### src/rtl/shifter_pkg.sv
// Shared constants and types for the registered barrel shifter.
package shifter_pkg;

  localparam int WIDTH   = 8;
  localparam int SHAMT_W = 3;

  localparam logic DIR_LEFT  = 1'b1;
  localparam logic DIR_RIGHT = 1'b0;

  typedef logic [WIDTH-1:0]   data_t;
  typedef logic [SHAMT_W-1:0] shamt_t;

endpackage

### src/rtl/barrel_shift_core.sv
// Combinational log2(WIDTH)-stage shift/rotate network; optional rotate via SHIFTER_ROTATE_EN.
// Latency: 0 cycles (purely combinational).
// Backpressure: none; output follows inputs every cycle.
module barrel_shift_core #(
  parameter int WIDTH   = 8,
  parameter int SHAMT_W = $clog2(WIDTH)
) (
  input  logic [WIDTH-1:0]   data,
  input  logic [SHAMT_W-1:0] amount,
  input  logic               direction,
`ifdef SHIFTER_ROTATE_EN
  input  logic               rotate,
`endif
  output logic [WIDTH-1:0]   next
);
  import shifter_pkg::*;

  logic             left;
  logic [WIDTH-1:0] operand;
  logic [WIDTH-1:0] net_out;
  logic [WIDTH-1:0] stage [SHAMT_W+1];

  assign left = (direction == DIR_LEFT);

  // Right shifts reuse the left network by reversing the operand on the way in and out.
  for (genvar i = 0; i < WIDTH; i++) begin : g_rev_in
    assign operand[i] = left ? data[i] : data[WIDTH-1-i];
  end

  assign stage[0] = operand;

  for (genvar s = 0; s < SHAMT_W; s++) begin : g_stage
    localparam int STEP = 1 << s;
    logic [STEP-1:0]  fill;
    logic [WIDTH-1:0] shifted;

`ifdef SHIFTER_ROTATE_EN
    assign fill = rotate ? stage[s][WIDTH-1:WIDTH-STEP] : '0;
`else
    assign fill = '0;
`endif
    assign shifted    = {stage[s][WIDTH-STEP-1:0], fill};
    assign stage[s+1] = amount[s] ? shifted : stage[s];
  end

  assign net_out = stage[SHAMT_W];

  for (genvar i = 0; i < WIDTH; i++) begin : g_rev_out
    assign next[i] = left ? net_out[i] : net_out[WIDTH-1-i];
  end

endmodule

### src/rtl/shifter_circuit_core.sv
// Registered logical barrel shifter (rotate mode when SHIFTER_ROTATE_EN is defined).
// Latency: 1 cycle from in_valid sample to result/out_valid.
// Backpressure: none; accepts one operand per cycle, result holds when idle.
module shifter_circuit_core #(
  parameter int WIDTH   = 8,
  parameter int SHAMT_W = $clog2(WIDTH)
) (
  input  logic               clk,
  input  logic               rst_n,
  input  logic               in_valid,
  input  logic [WIDTH-1:0]   data_in,
  input  logic [SHAMT_W-1:0] shift_amount,
  input  logic               shift_direction,
`ifdef SHIFTER_ROTATE_EN
  input  logic               rotate_en,
`endif
  output logic [WIDTH-1:0]   result,
  output logic               out_valid
);
  import shifter_pkg::*;

  logic [WIDTH-1:0] next_result;

  barrel_shift_core #(
    .WIDTH   (WIDTH),
    .SHAMT_W (SHAMT_W)
  ) u_core (
    .data      (data_in),
    .amount    (shift_amount),
    .direction (shift_direction),
`ifdef SHIFTER_ROTATE_EN
    .rotate    (rotate_en),
`endif
    .next      (next_result)
  );

  // Result is only loaded on qualified cycles so it stays X-free after reset.
  always_ff @(posedge clk or negedge rst_n) begin
    if (!rst_n) begin
      result    <= '0;
      out_valid <= 1'b0;
    end else begin
      out_valid <= in_valid;
      if (in_valid) begin
        result <= next_result;
      end
    end
  end

endmodule

### config.mk
export PLATFORM = sky130hd
export DESIGN_NAME = shifter_circuit_core
export DESIGN_NICKNAME = d
export VERILOG_FILES = /design/src/rtl/shifter_pkg.sv /design/src/rtl/barrel_shift_core.sv /design/src/rtl/shifter_circuit_core.sv
export SDC_FILE = /design/constraint.sdc
export NUM_CORES = 1
export LEC_CHECK = 0
export ABC_AREA = 1
export CAP_MARGIN = 20
export CORE_ASPECT_RATIO = 0.9
export CORE_MARGIN = 4
export CORE_UTILIZATION = 46
export DETAILED_ROUTE_END_ITERATION = 10
export PLACE_DENSITY = 0.83
export SLEW_MARGIN = 25
export SYNTH_ARGS = -nofsm -noshare
export SYNTH_HDL_FRONTEND = slang
export SYNTH_SLANG_ARGS = --single-unit
### constraint.sdc
create_clock -name clk -period 0.8 [get_ports clk]
set_clock_uncertainty 0.05 [all_clocks]
set_input_delay 0.24 -clock clk [delete_from_list [all_inputs] [get_ports clk]]
set_output_delay 0.24 -clock clk [all_outputs]
set_load 0.005 [all_outputs]
==> flow_metrics.py, run 1 <==
metrics = {
    "sta": {
        "crit_endpoint": "result[2]",
        "worst_path_end_type": "primary output",
    },
    "floorplanning": {
        "die_w_um": 52.7,
        "start_util": 0.491,
        "pin_count": 24,
        "die_y_um": 48.2,
        "row_count": 14,
    },
    "synthesis": {
        "yosys_register_bits": 9,
        "syn_area_sq_um": 826,
        "ys_top_cells_by_area": "dfrtp_1 (27%), nand2_1 (23%), nand3_1 (17%), nand3_2 (9.7%), nand2_2 (5.3%)",
        "ys_types": 16,
        "ys_warn_count": 0,
        "syn-num-nets": 138,
        "synthDominantCellAreaShare": 0.273,
        "syn_inst": 123,
        "synth.largest_area_cell": "dfrtp_1",
        "yosysSeqAreaShare": 0.273,
        "synth.avg_cell_area_sq_um": 6.71,
    },
    "clock_network": {
        "cts_buffers": 3,
        "ctsHoldBuffers": 0,
        "clkSinkCount": 9,
        "clk_path_buf_depth": 2,
        "clockRootBuffer": "clkbuf_4",
        "htree_levels": 1,
    },
    "run_status": {
        "status": "aborted with a tool error",
        "lastStage": "5_1_grt",
        "firstError": "[ERROR DPL-0033] detailed placement checks failed during check placement.",
    },
    "global_routing": {
        "grt_max_degree": 15,
        "antenna_found_initial": 0,
    },
    "placement": {
        "place.port_buffers": 23,
        "place_area_sq_mm": 0.00121,
        "dpl.hpwl_um": 1900,
        "gp_congestion": 0.938,
    },
}
-- Yosys cell counts --
cell / count
nand2_1: 50
nand3_1: 28
dfrtp_1: 9
nand3_2: 8
nand2_2: 7
a21oi_1: 6
buf_6: 3
inv_1: 2
inv_2: 2
nand4_1: 2
buf_12: 1
buf_2: 1
clkbuf_1: 1
inv_8: 1
nand2_4: 1
nor2_2: 1
-- stage by stage --
stage | instances | setup WS [ns]
floorplan | 123 | -0.295
detailed placement | 179 | -0.937
CTS | 192 | -0.279
global placement | 179 | -0.873
-- cells by family after synthesis --
kind of cell,synth area share
AO/OA/AOI/OAI,0.0364
buffers and inverters,0.108
flip-flops,0.273
AND/OR/NAND/NOR,0.583
-- repair_timing --
| action | in CTS |
|---|---|
| cloned | 2 |
| setup endpoints to repair | 17 |
| resized for setup | 126 |
| pin swaps | 25 |
| buffers inserted | 7 |
==> inputs of run 2 (changes only) <==
- CORE_AREA: unset -> 4 4 65 67
- CORE_ASPECT_RATIO: 0.9 -> unset
- CORE_MARGIN: 4 -> unset
- CORE_UTILIZATION: 46 -> unset
- DIE_AREA: unset -> 0 0 69 71
- PLACE_DENSITY: 0.83 -> unset
- PLACE_DENSITY_LB_ADDON: unset -> 0.15
==> flow_metrics.py, run 2 <==
metrics = {
    "route": {
        "routed_via_density": 4.55,
        "routedWlPerCell_um": 12.6,
        "drc": 0,
        "ant_nets": 0,
        "firstDrtPassIters": 4,
        "wl_um": 2780,
        "drt-initial-drc-count": 32,
        "dr_total_vias": 1006,
    },
    "critical_path": {
        "cp.arrival_ns": 0.73,
        "path_depth": 1,
        "cp-start-kind": "flip-flop",
        "worst-setup-path-type": "flip-flop to output pin",
        "r2r_start": "result[3]",
        "end_kind": "output pin",
        "r2r_cells": 5,
        "path_cells": "buf_2",
        "r2r_setup_slack_ns": -0.17,
        "worst_r2r_endpoint": "result[3]",
        "path_max_fanout": 2,
        "timing.critical_path.to": "result[6]",
        "critical_path_required_ns": 0.51,
        "crit_start": "result[6]",
        "crit_family": "flip-flops",
        "crit_path_top_delay_cell": "dfrtp_1",
        "max_stage_delay_ns": 0.37,
        "path_buf_inv": 1,
    },
    "global_routing": {
        "grt_max_degree": 15,
        "first_global_vias": 1085,
        "overflow": 0,
        "antenna_found_initial": 0,
        "groute.usage.overall": 0.119,
        "grt_first_pass_wirelength_um": 4820,
    },
    "sta": {
        "worst_hold_slack_ns": 0.250,
        "min_period_ns": 1.02,
        "finalCritPeriodShare": 1.27,
        "slew_headroom": 0.882,
        "finalHoldViolations": 0,
        "max_freq_ghz": 0.982,
        "finalMaxSlewViolations": 0,
        "tightest_slew_ns": 0.178,
        "finalSetupViolCount": 17,
        "fin_ws_ns": -0.218,
        "rsz0062_at_grt": "yes",
    },
    "worst_hold_path": {
        "hold_depth": 2,
        "worstHoldPathType": "input pin to flip-flop",
    },
    "synthesis": {
        "synth.avg_cell_area_sq_um": 6.71,
        "async_flop_share": 1.00,
        "synth.largest_area_cell": "dfrtp_1",
        "synth_edf_count": 0,
        "yosysSeqAreaShare": 0.273,
        "ys_types": 16,
        "yosys_register_bits": 9,
        "syn-num-nets": 138,
        "ys_warn_count": 0,
        "syn_inst": 123,
        "synth_common_cells": "nand2_1 (50), nand3_1 (28), dfrtp_1 (9), nand3_2 (8), nand2_2 (7)",
        "synth.most_common_cell": "nand2_1",
        "synthDominantCellAreaShare": 0.273,
        "syn_area_sq_um": 826,
        "ys.flop_type": "dfrtp_1",
        "ys_top_cells_by_area": "dfrtp_1 (27%), nand2_1 (23%), nand3_1 (17%), nand3_2 (9.7%), nand2_2 (5.3%)",
    },
    "power": {
        "power_leakage_uw": 0.000838,
        "power.density_mw_per_mm2": 1140,
        "ir_drop_mv": 0.481,
    },
    "layout": {
        "final_util": 0.470,
        "layoutNonFillerInstCount": 221,
        "final_common_cell": "nand2_1",
        "layout_common_cells": "nand2_1 (30), nand3_2 (21), buf_4 (19)",
        "largest_reg_flops": 8,
        "area_growth_pct": 107,
        "final_cell_area_sq_mm": 0.00171,
        "top_register": "result",
        "antennaDiodeCount": 0,
        "drive_gt1_frac": 0.694,
        "top_regs": "result: 8 flops, out_valid: 1 flops",
        "nNetsFinal": 189,
        "n_fill_cell": 368,
    },
    "clock_network": {
        "cts_tree": "yes",
        "cts_buffers": 3,
        "clk_transition_reported_paths_ns": 0.04,
        "clockRootBuffer": "clkbuf_8",
        "clk_latency_ns": 0.23,
        "htree_levels": 1,
        "clk_path_buf_depth": 2,
        "clkSinkCount": 9,
    },
    "placement": {
        "place_ws_ns": -0.897,
        "place.port_buffers": 23,
        "place_area_sq_mm": 0.00124,
        "dpl.hpwl_um": 1740,
        "gp_congestion": 0.779,
        "dp.cells": 204,
    },
    "floorplanning": {
        "pin_count": 24,
        "die-area_sq_mm": 0.00490,
        "core-area_sq_mm": 0.00363,
        "start_util": 0.227,
        "die_w_um": 69,
        "row_count": 22,
        "die_y_um": 71,
    },
    "run_status": {
        "status": "finished with violations",
        "violations": "negative setup slack",
    },
    "run": {
        "max_cap_viol_count": 0,
    },
}
[run 2: worst min-delay path by stage]
stage | from | end | slack [ns]
2_1_floorplan | rst_n | out_valid | -0.11
3_3_place_gp | result[5] | result[5] | 0.42
3_5_place_dp | result[7] | result[7] | 0.41
4_1_cts | rst_n | out_valid | 0.29
5_1_grt | in_valid | out_valid | 0.27
6_report | in_valid | out_valid | 0.25
[run 2: metal layers]
layer  share of wire  vias up  track usage
li1                -      512            -
met1            0.40      466        0.128
met2            0.55       22        0.222
met3           0.031        6       0.0199
met4           0.019        0       0.0607
met5               0        -            0
[run 2: what timing repair did]
item | 4_1_cts | 5_1_grt
gates resized for setup | 115 | 43
hold buffers | 0 | 0
pin swaps | 29 | 19
endpoints found under the setup margin | 17 | 17
setup buffers | 9 | 5
[run 2: cell families (layout without fill, tap and decap cells)]
group	Yosys count	in the layout	share of synthesized area
compound gates	6	6	0.0364
buf+inv	11	61	0.108
flops	9	9	0.273
simple gates	97	97	0.583
[run 2: cell type report]
type,count,area (sq um),area share
sequential,9,225,0.132
clock buffer,4,45.0,0.0264
tap,48,60.1,0.0352
timing repair buffer,52,465,0.273
inverter,5,62.6,0.0367
multi-input combinational,103,848,0.497
[run 2: where the power goes]
part / switching (uW) / internal, uW
combinational: 457 / 437
clock: 174 / 347
sequential: 20.7 / 507
total: 651 / 1290
[run 2: metrics by stage]
stage	setup TNS [ns]	power (uW)
6_report	-3.47	1940
5_1_grt	-4.37	2080
2_1_floorplan	-2.22	870
3_3_place_gp	-9.93	1180
4_1_cts	-4.07	1850
3_5_place_dp	-10.11	1180
No activity file was read; power rests on OpenSTA's default activity.
